$ cat src/rtl/alu_pkg.sv
// Shared ALU definitions: default widths, issue-controller FSM encoding, opcode constants.
package alu_pkg;

    localparam int unsigned ALU_WIDTH = 8;
    localparam int unsigned ALU_SEL_W = 3;
    localparam int unsigned ALU_CNT_W = 16;

    typedef enum logic [1:0] {
        ST_IDLE = 2'd0,
        ST_EXEC = 2'd1,
        ST_DONE = 2'd2
    } state_e;

    // Opcodes double as the mux-bank select value.
    localparam logic [ALU_SEL_W-1:0] OP_0 = ALU_SEL_W'(0);
    localparam logic [ALU_SEL_W-1:0] OP_1 = ALU_SEL_W'(1);
    localparam logic [ALU_SEL_W-1:0] OP_2 = ALU_SEL_W'(2);
    localparam logic [ALU_SEL_W-1:0] OP_3 = ALU_SEL_W'(3);
    localparam logic [ALU_SEL_W-1:0] OP_4 = ALU_SEL_W'(4);
    localparam logic [ALU_SEL_W-1:0] OP_5 = ALU_SEL_W'(5);
    localparam logic [ALU_SEL_W-1:0] OP_6 = ALU_SEL_W'(6);
    localparam logic [ALU_SEL_W-1:0] OP_7 = ALU_SEL_W'(7);

endpackage

$ cat src/rtl/alu_issue_ctrl_if.sv
// Request, mux-bank and result signals of the ALU issue controller.
interface alu_issue_ctrl_if #(
    parameter int unsigned WIDTH = 8,
    parameter int unsigned SEL_W = 3
);

    logic             in_valid;
    logic             in_ready;
    logic [SEL_W-1:0] in_op;
    logic [WIDTH-1:0] in_a;
    logic [WIDTH-1:0] in_b;
    logic [SEL_W-1:0] sel;
    logic [WIDTH-1:0] op_a;
    logic [WIDTH-1:0] op_b;
    logic [WIDTH-1:0] mux_y;
    logic             res_valid;
    logic             res_ready;
    logic [WIDTH-1:0] res_data;
    logic             res_z;
    logic             res_n;
    logic             res_p;

    // Upstream requester plus the mux bank / downstream consumer.
    modport master (
        output in_valid, in_op, in_a, in_b, mux_y, res_ready,
        input  in_ready, sel, op_a, op_b, res_valid, res_data, res_z, res_n, res_p
    );

    modport slave (
        input  in_valid, in_op, in_a, in_b, mux_y, res_ready,
        output in_ready, sel, op_a, op_b, res_valid, res_data, res_z, res_n, res_p
    );

endinterface

$ cat src/rtl/alu_flag_gen.sv
// Combinational zero / negative / even-parity flags for a WIDTH-bit value.
module alu_flag_gen #(
    parameter int unsigned WIDTH = 8
) (
    input  logic [WIDTH-1:0] value,
    output logic             z_c,
    output logic             n_c,
    output logic             p_c
);

    assign z_c = (value == '0);
    assign n_c = value[WIDTH-1];
    assign p_c = ~^value;

endmodule

$ cat src/rtl/alu_issue_ctrl.sv
// Issue/capture controller in front of the ALU mux bank: accept op, hold select
// for one execute cycle, register result with flags, count completed operations.
module alu_issue_ctrl
    import alu_pkg::*;
#(
    parameter int unsigned WIDTH = ALU_WIDTH,
    parameter int unsigned SEL_W = ALU_SEL_W,
    parameter int unsigned CNT_W = ALU_CNT_W
) (
    input  logic             clk,
    input  logic             rst_n,
    alu_issue_ctrl_if.slave  bus,
    output logic [CNT_W-1:0] op_count
);

    state_e           state_q,     state_d;
    logic [SEL_W-1:0] sel_q,       sel_d;
    logic [WIDTH-1:0] op_a_q,      op_a_d;
    logic [WIDTH-1:0] op_b_q,      op_b_d;
    logic [WIDTH-1:0] res_data_q,  res_data_d;
    logic             res_z_q,     res_z_d;
    logic             res_n_q,     res_n_d;
    logic             res_p_q,     res_p_d;
    logic             res_valid_q, res_valid_d;
    logic [CNT_W-1:0] op_count_q,  op_count_d;

    logic in_ready_c;
    logic accept_c;
    logic z_c, n_c, p_c;

    alu_flag_gen #(.WIDTH(WIDTH)) u_flag_gen (
        .value (bus.mux_y),
        .z_c   (z_c),
        .n_c   (n_c),
        .p_c   (p_c)
    );

    // Ready is low through reset; in DONE it follows res_ready so a new op can overlap the handshake.
    assign in_ready_c = rst_n & ((state_q == ST_IDLE) | ((state_q == ST_DONE) & bus.res_ready));
    assign accept_c   = bus.in_valid & in_ready_c;

    always_comb begin
        state_d     = state_q;
        sel_d       = sel_q;
        op_a_d      = op_a_q;
        op_b_d      = op_b_q;
        res_data_d  = res_data_q;
        res_z_d     = res_z_q;
        res_n_d     = res_n_q;
        res_p_d     = res_p_q;
        res_valid_d = res_valid_q;
        op_count_d  = op_count_q;

        case (state_q)
            ST_IDLE: ;
            ST_EXEC: begin
                res_data_d  = bus.mux_y;
                res_z_d     = z_c;
                res_n_d     = n_c;
                res_p_d     = p_c;
                res_valid_d = 1'b1;
                state_d     = ST_DONE;
            end
            ST_DONE: begin
                if (bus.res_ready) begin
                    res_valid_d = 1'b0;
                    state_d     = ST_IDLE;
                    if (op_count_q != '1) begin
                        op_count_d = op_count_q + CNT_W'(1);
                    end
                end
            end
            default: state_d = ST_IDLE;
        endcase

        if (accept_c) begin
            sel_d   = bus.in_op;
            op_a_d  = bus.in_a;
            op_b_d  = bus.in_b;
            state_d = ST_EXEC;
        end
    end

    always_ff @(posedge clk or negedge rst_n) begin
        if (!rst_n) begin
            state_q     <= ST_IDLE;
            sel_q       <= '0;
            op_a_q      <= '0;
            op_b_q      <= '0;
            res_data_q  <= '0;
            res_z_q     <= 1'b0;
            res_n_q     <= 1'b0;
            res_p_q     <= 1'b0;
            res_valid_q <= 1'b0;
            op_count_q  <= '0;
        end else begin
            state_q     <= state_d;
            sel_q       <= sel_d;
            op_a_q      <= op_a_d;
            op_b_q      <= op_b_d;
            res_data_q  <= res_data_d;
            res_z_q     <= res_z_d;
            res_n_q     <= res_n_d;
            res_p_q     <= res_p_d;
            res_valid_q <= res_valid_d;
            op_count_q  <= op_count_d;
        end
    end

    assign bus.in_ready  = in_ready_c;
    assign bus.sel       = sel_q;
    assign bus.op_a      = op_a_q;
    assign bus.op_b      = op_b_q;
    assign bus.res_valid = res_valid_q;
    assign bus.res_data  = res_data_q;
    assign bus.res_z     = res_z_q;
    assign bus.res_n     = res_n_q;
    assign bus.res_p     = res_p_q;
    assign op_count      = op_count_q;

endmodule

$ cat src/flat_wrapper.sv
// flat-port wrapper written by rule: the top's interface ports become plain ports
module alu_issue_ctrl_flat import alu_pkg::*;
#(
    parameter int unsigned WIDTH = ALU_WIDTH,
    parameter int unsigned SEL_W = ALU_SEL_W,
    parameter int unsigned CNT_W = ALU_CNT_W
)
  (clk, rst_n, op_count, bus_in_valid, bus_in_op, bus_in_a, bus_in_b, bus_mux_y, bus_res_ready, bus_in_ready, bus_sel, bus_op_a, bus_op_b, bus_res_valid, bus_res_data, bus_res_z, bus_res_n, bus_res_p);
  alu_issue_ctrl_if #(.WIDTH(WIDTH), .SEL_W(SEL_W)) bus_i ();
  input  logic clk;
  input  logic rst_n;
  output logic [CNT_W-1:0] op_count;
  input wire logic [$bits(bus_i.in_valid)-1:0] bus_in_valid;
  input wire logic [$bits(bus_i.in_op)-1:0] bus_in_op;
  input wire logic [$bits(bus_i.in_a)-1:0] bus_in_a;
  input wire logic [$bits(bus_i.in_b)-1:0] bus_in_b;
  input wire logic [$bits(bus_i.mux_y)-1:0] bus_mux_y;
  input wire logic [$bits(bus_i.res_ready)-1:0] bus_res_ready;
  output wire logic [$bits(bus_i.in_ready)-1:0] bus_in_ready;
  output wire logic [$bits(bus_i.sel)-1:0] bus_sel;
  output wire logic [$bits(bus_i.op_a)-1:0] bus_op_a;
  output wire logic [$bits(bus_i.op_b)-1:0] bus_op_b;
  output wire logic [$bits(bus_i.res_valid)-1:0] bus_res_valid;
  output wire logic [$bits(bus_i.res_data)-1:0] bus_res_data;
  output wire logic [$bits(bus_i.res_z)-1:0] bus_res_z;
  output wire logic [$bits(bus_i.res_n)-1:0] bus_res_n;
  output wire logic [$bits(bus_i.res_p)-1:0] bus_res_p;
  assign bus_i.in_valid = bus_in_valid;
  assign bus_i.in_op = bus_in_op;
  assign bus_i.in_a = bus_in_a;
  assign bus_i.in_b = bus_in_b;
  assign bus_i.mux_y = bus_mux_y;
  assign bus_i.res_ready = bus_res_ready;
  assign bus_in_ready = bus_i.in_ready;
  assign bus_sel = bus_i.sel;
  assign bus_op_a = bus_i.op_a;
  assign bus_op_b = bus_i.op_b;
  assign bus_res_valid = bus_i.res_valid;
  assign bus_res_data = bus_i.res_data;
  assign bus_res_z = bus_i.res_z;
  assign bus_res_n = bus_i.res_n;
  assign bus_res_p = bus_i.res_p;
  alu_issue_ctrl #(.WIDTH(WIDTH), .SEL_W(SEL_W), .CNT_W(CNT_W)) u_core (.clk(clk), .rst_n(rst_n), .bus(bus_i), .op_count(op_count));
endmodule
$ cat config.mk
export PLATFORM = sky130hd
export DESIGN_NAME = alu_issue_ctrl_flat
export DESIGN_NICKNAME = d
export VERILOG_FILES = /design/src/rtl/alu_pkg.sv /design/src/rtl/alu_issue_ctrl_if.sv /design/src/rtl/alu_flag_gen.sv /design/src/rtl/alu_issue_ctrl.sv /design/src/flat_wrapper.sv
export SDC_FILE = /design/constraint.sdc
export NUM_CORES = 1
export LEC_CHECK = 0
export CORE_AREA = 2 2 98 62
export DETAILED_ROUTE_END_ITERATION = 7
export DIE_AREA = 0 0 100 64
export PLACE_DENSITY = 0.79
export SLEW_MARGIN = 10
export SYNTH_ARGS = -nofsm -noshare
export SYNTH_HDL_FRONTEND = slang
export SYNTH_SLANG_ARGS = --single-unit
$ cat constraint.sdc
create_clock -name clk -period 1.7 [get_ports clk]
set_input_delay 0.34 -clock clk [delete_from_list [all_inputs] [get_ports clk]]
set_output_delay 0.34 -clock clk [all_outputs]
set_load 0.02 [all_outputs]
======== Yosys cells after proc, flatten, opt, wreduce, memory -nomap -nowiden ========
Cells that the tools add are included.
operators by class
  add/sub/neg operators ................... 1
  equal/unequal tests ..................... 6
  muxes and demuxes ....................... 5
  bitwise gates (word level) .............. 4
  reduce and logical (&&, ||, !) cells .... 7
operators by type and width
  kind                   count
  $add 16x1->16 const B  1
  $ne 16x16->1 const B   1
  $logic_not 8->1        1
  $reduce_xnor 8->1      1
  $pmux 2 s3             1
  $mux 2                 2
  $reduce_and 2->1       2
  $and 1x1->1            3
  $ne 3x2->1 const B     1
  $reduce_and 3->1       1
  $eq 2x1->1 const B     1
  $eq 2x2->1 const B     1
  $logic_not 2->1        1
  $ne 2x1->1 const B     1
  $ne 2x2->1 const B     1
  $pmux 1 s2             1
  $reduce_bool 2->1      1
  $mux 1                 1
  $or 1x1->1             1
word-level totals
  register bits ........................... 49
  bits of input ports ..................... 31
  output and inout port bits .............. 48
  logic and storage cells ................. 33

======== Depth between registers and ports, before layout ========
Gate-level depths: netlist of the first run.
  word-level depth ........................ 7
  mapped depth ............................ 5
  mapped depth without buffers ............ 5

======== Modules after synthesis ========
A second synthesis of the first run with hierarchy kept.
second synthesis, totals
  cells, all modules ...................... 168
  area total of the unflattened synthesis .. 2224.6 um2
by module, submodules not included
  module          instances  cells each  area each (um2)  sequential area each (um2)
  alu_issue_ctrl  1          151         2102.0           1226.2
  alu_flag_gen    1          17          122.6            0.0

======== Least setup slack after synthesis of the first run ========
OpenSTA, ideal clock, no wires.
  kind .................................... reg-to-reg
  from .................................... reg u_core.op_count_q[0] (netlist: u_core.op_count[0])
  to ...................................... reg u_core.op_count_q[12] (netlist: u_core.op_count[12])
  library setup time ...................... 0.125 ns
  arrival ................................. 1.711 ns
  required time ........................... 1.575 ns
  setup slack ............................. -0.136 ns
  stages on the path, launching flop included .. 6
  buffers on the path ..................... 0
  period minus slack after synthesis ...... 1.836 ns
  cells stage by stage .................... dfrtp_1 > ha_1 > nand3_2 > or3_4 > nor2_1 > mux2_2
between the ends
  cells in the longest elaborated chain, start to end .. 2
  elaborated cells between the ends (all ways) .. 3
  those cells by class .................... add/sub: 1; eq/ne: 1; reduce/logical: 1
RTL lines
  element                                                line                   text
  start, declared                                        alu_issue_ctrl.sv:25   logic [CNT_W-1:0] op_count_q, op_count_d;
  start signal, assigned                                 alu_issue_ctrl.sv:106  op_count_q <= op_count_d;
  branches (longest 2 deep; another with $add 16x1->16)  n/a
Parallel ways; which one is timed is not known.
A chain may end at the register's enable or synchronous reset.

======== Worst setup path after layout of the first run ========
  from .................................... in bus_res_ready
  to ...................................... reg u_core.op_count_q[12] (netlist: u_core.op_count[12])
between the ends
  cells in the longest elaborated chain, start to end .. 1
RTL lines
  element                            line                text
  start, declared                    flat_wrapper.sv:18  input wire logic [$bits(bus_i.res_ready)-1:0] bus_res_ready;
  $reduce_and 3->1 (no source line)  n/a
No other way between the ends.

==> impl_table.tex, run 1 <==
\begin{tabular}{lr}
\hline
Metric & Value \\
\hline
\multicolumn{2}{l}{\textbf{Power}} \\
Net Sw Frac & 32.1\% \\
Peak supply drop & 490 µV \\
Relative contribution of combinational cells to total power & 34.9\% \\
Clock share of power & 20.9\% \\
Internal power summed over all cells & 2.38 mW \\
Leakage power of the design & 1.59 nW \\
Sequential fraction of design power & 44.1\% \\
Power density cells & 1100 mW/mm² \\
Sw power & 1.13 mW \\
\multicolumn{2}{l}{\textbf{Cells and area}} \\
Area of the multi-input gates & 881 µm² \\
Syn-to-layout area delta & 51.1\% \\
Nets@finish & 297 \\
Fraction of final layout cells sized beyond drive strength 1 & 22.1\% \\
Sequential standard cell area & 0.00120 mm² \\
Fill cells & 472 \\
Cell area after layout & 0.00318 mm² \\
Inserted Diodes & 0 \\
Most frequent cells in the layout & 60 x clkdlybuf4s50\_1, 46 x dfrtp\_1, 20 x mux2\_2 \\
Most frequent standard cell in the layout excluding fill and tap cells & clkdlybuf4s50\_1 \\
\multicolumn{2}{l}{\textbf{Setup path}} \\
Critical Path Max Stage Delay & 470 ps \\
R2R setup slack & 60 ps \\
Buf/Inv on CP & 2 \\
Cell class contributing the biggest share of worst-path delay & buffers and inverters \\
Setup crit start kind & input port \\
Type of element capturing the critical path & flop \\
Largest fanout on the critical path & 4 \\
Crit-path cells & clkdlybuf4s50\_1 > buf\_4 > nand3b\_4 > or3\_4 > nor2\_2 > mux2\_2 \\
Slowest library cell on the worst path & clkdlybuf4s50\_1 \\
Logic depth of the worst register-to-register path & 5 \\
Worst path arrival time & 1840 ps \\
Crit path depth & 6 \\
Critical path class & input port to flop \\
Data required time at the worst endpoint & 1880 ps \\
\multicolumn{2}{l}{\textbf{Placement}} \\
Placed Instance Area & 0.00304 mm² \\
Sum of net half-perimeters after detailed placement & 3350 µm \\
Worst-case setup slack after placement & -354 ps \\
Number of port buffers & 78 \\
Routability congestion estimate from global placement & 0.827 \\
\multicolumn{2}{l}{\textbf{Timing}} \\
Headroom to the max-slew limit & 53.7\% \\
Final slew viol count & 0 \\
Final worst clock skew & 12.9 ps \\
Number of hold-slack violations in the final timing report & 0 \\
Period utilisation layout & 97.8\% \\
Peak clock frequency supported by timing & 0.602 GHz \\
Count of endpoints failing setup in the final report & 0 \\
Transition time of the tightest slew-check pin & 695 ps \\
Post-layout min period & 1660 ps \\
Smallest setup slack after layout & 37.9 ps \\
\multicolumn{2}{l}{\textbf{Run}} \\
MaxCap Viol Count & 0 \\
\multicolumn{2}{l}{\textbf{Floorplan}} \\
Initial core utilization & 38.5\% \\
IO Count & 79 \\
Vertical extent of the die & 64 µm \\
Total number of placement rows & 21 \\
Width of the chip & 100 µm \\
Core ar. & 0.00547 mm² \\
Die area & 0.00640 mm² \\
\multicolumn{2}{l}{\textbf{Synthesis}} \\
Count of state elements after synthesis & 48 \\
Post-synthesis sequential area ratio & 57.1\% \\
Ys async rst share & 100\% \\
Top FF cell, synth & dfrtp\_1 \\
Gate count after technology mapping & 169 \\
Area of the mapped netlist & 0.00210 mm² \\
Post-synth EDFFs & 0 \\
Number of synthesis warnings & 0 \\
Mean cell area of the mapped netlist & 12.5 µm² \\
Net count of the mapped netlist & 205 \\
Unique cell type count in the Yosys netlist & 31 \\
\multicolumn{2}{l}{\textbf{Clock tree}} \\
CTS sink cnt & 48 \\
Clock Root Buffer & clkbuf\_8 \\
Largest buffer count on any clock path & 2 \\
Number of H-tree levels & 2 \\
TritonCTS clock tree & yes \\
Clock-pin slew on the worst setup and hold paths & 90 ps \\
Clk Latency, worst-skew pair & 290 ps \\
Clock buffer count from CTS & 5 \\
\multicolumn{2}{l}{\textbf{Route}} \\
Routed wirelength normalized by instance count & 13.6 µm \\
Routed wire length & 4510 µm \\
Residual antenna-violating net count after detailed routing & 0 \\
Vias/cell & 4.79 \\
Total via count in the routed design & 1584 \\
Count of unresolved DRC violations after routing & 0 \\
DRT iter0 DRCs & 68 \\
1st-pass router iterations & 4 \\
\multicolumn{2}{l}{\textbf{GRT}} \\
Pin count of the biggest net entering global routing & 49 \\
Number of global-route vias before repair & 1611 \\
Total global routing track utilization & 15.1\% \\
Global-route wire length before repair & 7570 µm \\
Antenna violations before repair & 0 \\
Grt ovf & 0 \\
\multicolumn{2}{l}{\textbf{Outcome}} \\
Outcome & completed \\
\multicolumn{2}{l}{\textbf{Worst hold path}} \\
Min-delay worst type & input port to asynchronous set/reset pin \\
\hline
\end{tabular}
[registers in the layout, indices dropped and copies added (netlist names), 2 cells and up]
name	count
u_core.op_count	16
u_core.bus.op_a	8
u_core.bus.op_b	8
u_core.bus.res_data	7
u_core.bus.sel	3
u_core.state_q	2
[through the flow]
step / std cells / TNS, ps / utilization (%) / total power, mW / hold WS (ps)
floorplan: 169 / 0 / - / 2.14 / 44.4
global placement: 321 / -5310 / 55.7 / 2.77 / 463
detailed placement: 321 / -6210 / 55.7 / 2.81 / 474
CTS: 329 / 0 / 57.2 / 3.52 / 188
global route: 331 / -19.4 / 58.2 / 3.72 / 224
finish: 331 / 0 / 58.2 / 3.51 / 170
[path summary, 6_finish.rpt]
check | start | end
setup / recovery | bus_res_ready | u_core.op_count[12]$_DFFE_PN0P_
hold reg to reg | u_core.bus.res_data[2]$_DFFE_PN0P_ | u_core.bus.res_data[2]$_DFFE_PN0P_
setup reg to reg | u_core.op_count[0]$_DFFE_PN0P_ | u_core.op_count[12]$_DFFE_PN0P_
min in group clk | u_core.bus.res_data[2]$_DFFE_PN0P_ | u_core.bus.res_data[2]$_DFFE_PN0P_
max in group asynchronous | rst_n | u_core.op_count[1]$_DFFE_PN0P_
hold / removal | rst_n | u_core.bus.res_data[2]$_DFFE_PN0P_
[layer usage]
metal | global-route usage (%) | vias up | wire length [µm]
met5 | 0 | - | 0
met1 | 19.2 | 763 | 2090
met4 | 3.60 | 0 | 19
li1 | - | 766 | -
met2 | 23.6 | 53 | 1960
met3 | 7.00 | 2 | 443
[synthesized netlist by cell type, drive strengths merged, types with 2 or more instances]
cell type | n | share of area, %
ha | 5 | 3.0
nand4 | 5 | 2.1
nand3 | 5 | 1.4
xor2 | 14 | 5.8
dfrtp | 48 | 57
nand2b | 2 | 0.59
xnor2 | 2 | 0.83
mux2 | 21 | 11
nand2 | 17 | 3.0
nor4 | 4 | 2.2
o21ai | 11 | 2.6
nor2 | 4 | 0.71
nor3 | 5 | 1.2
or3 | 2 | 1.1
nor3b | 2 | 0.71
inv | 10 | 1.8
and3 | 2 | 0.65
buf | 3 | 0.83
nor4b | 2 | 1.1
clkbuf | 2 | 0.36
[repair_timing]
item                                    4_1_cts  5_1_grt
gates resized for setup                      15       10
pin swaps                                     0        3
setup buffers                                 0        2
endpoints found under the setup margin       12       14
cloned                                        0        0
hold buffers                                  0        0
[final cells by class]
| type | instances | area share [%] |
|---|---|---|
| Clock buffer | 8 | 3.15 |
| Inverter | 10 | 1.18 |
| Multi-Input combinational cell | 106 | 27.7 |
| Sequential cell | 48 | 37.8 |
| Tap cell | 69 | 2.71 |
| Timing Repair Buffer | 90 | 27.4 |
[power by group through the flow]
stage | clock network [mW] | registers (mW) | logic (mW)
2_1_floorplan | 0 | 1.83 | 0.310
3_5_place_dp | 0 | 1.58 | 1.23
3_3_place_gp | 0 | 1.57 | 1.20
5_1_grt | 0.813 | 1.58 | 1.33
4_1_cts | 0.765 | 1.56 | 1.20
6_report | 0.735 | 1.55 | 1.23
[cell families after synthesis]
logic type	after synthesis	synth area share (%)
simple gates	51	15.8
flops	48	57.1
mux	21	11.2
xor+xnor	16	6.66
buf+inv	15	2.97
compound gates	13	3.33
fa+ha+maj	5	2.97
Note: power is estimated with default switching activity, not from simulation.
==> inputs of run 2 (changes only) <==
Settings changed: GPL_ROUTABILITY_DRIVEN set to 1.
==> results of run 2 <==
Same layout as run 1: the final DEF is identical, and so are final timing and power.
==> inputs of run 3 (changes only) <==
Settings changed: CORE_AREA 2 2 98 62 to 2 2 91 67, DIE_AREA 0 0 100 64 to 0 0 93 69, PLACE_DENSITY 0.79 to 0.78.
==> run 3 against run 2 <==
  * Global-route usage decreased by 0.60 points
  * Non-clock buffer count increased by 3
  * Sequential share of layout area decreased by 0.19 points
  * Combinational power about the same
  * Die area increased by 0.27%
  * Setup slack improved by 11 ps
  * Total power decreased by 2.8%
  * Critical path depth decreased by 5
  * Sequential power about the same
==> impl_table.tex, run 3 (same netlist as run 1, synthesis figures left out) <==
\begin{tabular}{lr}
\hline
Metric & Value \\
\hline
\multicolumn{2}{l}{\textbf{Outcome}} \\
Outcome & completed \\
\multicolumn{2}{l}{\textbf{Setup path}} \\
Setup crit start kind & flop \\
R2R setup slack & 90 ps (+30 ps) \\
Worst path arrival time & 1310 ps (-530 ps) \\
Crit-path cells & clkdlybuf4s50\_1 \\
Critical Path Max Stage Delay & 620 ps (+150 ps) \\
Cell class contributing the biggest share of worst-path delay & buffers and inverters \\
Largest fanout on the critical path & 3 (-1) \\
Logic depth of the worst register-to-register path & 5 (unchanged) \\
Slowest library cell on the worst path & clkdlybuf4s50\_1 \\
Type of element capturing the critical path & output pin \\
Data required time at the worst endpoint & 1360 ps (-520 ps) \\
Endpoint of the worst-slack reg-to-reg timing path & u\_core.op\_count[12]\$\_DFFE\_PN0P\_ \\
Start of the worst register-to-register path & u\_core.op\_count[0]\$\_DFFE\_PN0P\_ \\
Buf/Inv on CP & 1 (-1) \\
Critical path class & flop to output pin \\
\multicolumn{2}{l}{\textbf{Power}} \\
Leakage power of the design & 1.59 nW (about the same) \\
Power density cells & 1070 mW/mm² (-3.3\%) \\
Peak supply drop & 577 µV (+18\%) \\
\multicolumn{2}{l}{\textbf{Route}} \\
Residual antenna-violating net count after detailed routing & 0 (unchanged) \\
Total via count in the routed design & 1591 (+0.44\%) \\
Routed wire length & 4370 µm (-3.1\%) \\
Count of unresolved DRC violations after routing & 0 (unchanged) \\
DRT iter0 DRCs & 74 (+8.8\%) \\
1st-pass router iterations & 4 (unchanged) \\
Met3 Routed Length & 367 µm (-17\%) \\
Vias/cell & 4.69 (-1.9\%) \\
Routed wirelength normalized by instance count & 12.9 µm (-5.3\%) \\
Length of routed met2 wiring & 2070 µm (+5.8\%) \\
Uppermost metal layer occupied by signal nets & met4 \\
Wire length on met1 & 1900 µm (-9.2\%) \\
\multicolumn{2}{l}{\textbf{Clock tree}} \\
Number of hold-repair buffers added at the cts stage & 0 (unchanged) \\
Number of post-CTS setup repair buffers & 0 (unchanged) \\
Number of H-tree levels & 2 (unchanged) \\
Clk Latency, worst-skew pair & 290 ps (about the same) \\
TritonCTS clock tree & yes \\
Clock-pin slew on the worst setup and hold paths & 80 ps (about the same) \\
Clock Root Buffer & clkbuf\_8 \\
CTS sink cnt & 48 (unchanged) \\
Clock buffer count from CTS & 5 (unchanged) \\
Largest buffer count on any clock path & 2 (unchanged) \\
\multicolumn{2}{l}{\textbf{Timing}} \\
Final slew viol count & 0 (unchanged) \\
Period utilisation layout & 97.1\% (-0.64 points) \\
Transition time of the tightest slew-check pin & 653 ps (-42.0 ps) \\
Post-layout min period & 1650 ps (-10.9 ps) \\
Headroom to the max-slew limit & 56.5\% (+2.8 points) \\
Number of hold-slack violations in the final timing report & 0 (unchanged) \\
Final worst clock skew & 7.06 ps (-5.84 ps) \\
Peak clock frequency supported by timing & 0.606 GHz (+0.66\%) \\
Count of endpoints failing setup in the final report & 0 (unchanged) \\
Worst hold margin & 163 ps (-7.60 ps) \\
\multicolumn{2}{l}{\textbf{GRT}} \\
Number of global-route vias before repair & 1648 (+2.3\%) \\
Antenna violations before repair & 0 (unchanged) \\
Grt ovf & 0 (unchanged) \\
Total global routing track utilization & 14.5\% (-0.60 points) \\
Pin count of the biggest net entering global routing & 49 (unchanged) \\
Global-route wire length before repair & 7490 µm (-1.1\%) \\
\multicolumn{2}{l}{\textbf{Floorplan}} \\
Initial core utilization & 38.1\% (-0.42 points) \\
Width of the chip & 93 µm (-7.0\%) \\
Core ar. & 0.00553 mm² (+1.1\%) \\
Total number of placement rows & 23 (+9.5\%) \\
IO Count & 79 (unchanged) \\
Vertical extent of the die & 69 µm (+7.8\%) \\
Die area & 0.00642 mm² (+0.27\%) \\
\multicolumn{2}{l}{\textbf{Cells and area}} \\
Inserted Diodes & 0 (unchanged) \\
Syn-to-layout area delta & 51.9\% \\
Flip-flop count of the largest register, all copies and words added & 16 (unchanged) \\
Fraction of final layout cells sized beyond drive strength 1 & 22.3\% (+0.21 points) \\
Most frequent standard cell in the layout excluding fill and tap cells & clkdlybuf4s50\_1 \\
Nets@finish & 300 (+1.0\%) \\
Fill cells & 495 (+4.9\%) \\
Final Util & 57.9\% (-0.34 points) \\
Most frequent cells in the layout & 60 x clkdlybuf4s50\_1, 46 x dfrtp\_1, 20 x mux2\_2 \\
\multicolumn{2}{l}{\textbf{Run}} \\
MaxCap Viol Count & 0 (unchanged) \\
\multicolumn{2}{l}{\textbf{Placement}} \\
Sum of net half-perimeters after detailed placement & 3290 µm (-1.8\%) \\
Routability congestion estimate from global placement & 0.803 (-2.9\%) \\
Number of port buffers & 78 (unchanged) \\
\multicolumn{2}{l}{\textbf{Worst hold path}} \\
Min-delay worst type & input port to asynchronous set/reset pin \\
\hline
\end{tabular}
run 3: repair_timing:
item / CTS / global route
gates resized for setup: 18 / 8
endpoints found under the setup margin: 14 / 12
pin swaps: 1 / 5
run 3: worst max-delay path by stage:
stage,start,endpoint,depth (start not counted)
floorplan,u_core.op_count[0]$_DFFE_PN0P_,u_core.op_count[12]$_DFFE_PN0P_,5
global placement,bus_res_ready,bus_in_ready,4
detailed placement,bus_res_ready,bus_in_ready,4
CTS,u_core.op_count[12]$_DFFE_PN0P_,op_count[12],1
global route,u_core.op_count[0]$_DFFE_PN0P_,u_core.op_count[12]$_DFFE_PN0P_,5
finish,u_core.op_count[7]$_DFFE_PN0P_,op_count[7],1
run 3: per-stage QoR:
stage	power, mW	setup slack, ps	cell area [µm²]	setup TNS, ps	std cells
final	3.41	48.8	3200	0	339
after global routing	3.60	-1.23	3200	-1.23	339
after CTS	3.46	2.73	3160	0	339
after detailed placement	2.86	-404	3090	-6760	332
after global placement	2.82	-378	3090	-5910	332
after floorplan	2.14	9.83	2120	0	169
run 3: layout make-up:
class                           instances  area, µm²  area share (%)
Sequential cell                        48       1200            37.7
Timing Repair Buffer                   93        895            28.0
Multi-Input combinational cell        106        890            27.8
Tap cell                               75       93.8            2.94
Clock buffer                            6       72.6            2.27
Inverter                               10       37.5            1.17
Clock inverter                          1       5.00           0.157
run 3: worst register-to-register path, cell delays in order (launching register included):
cell and delay (ps):
dfrtp_2 390, ha_4 150, nand3_2 90, or3_4 430, nor2_4 100, mux2_2 330
run 3: routing by layer:
metal | vias up | GRT usage, %
li1 | 772 | -
met1 | 768 | 17.9
met2 | 46 | 23.8
met3 | 5 | 6.01
met4 | 0 | 3.43
met5 | - | 0
run 3: power by group:
part           leakage (nW)  switching (mW)  internal (mW)
clock network        0.0410           0.350          0.280
logic                 0.949           0.606          0.649
registers             0.599           0.156           1.37
total                  1.59            1.11           2.30
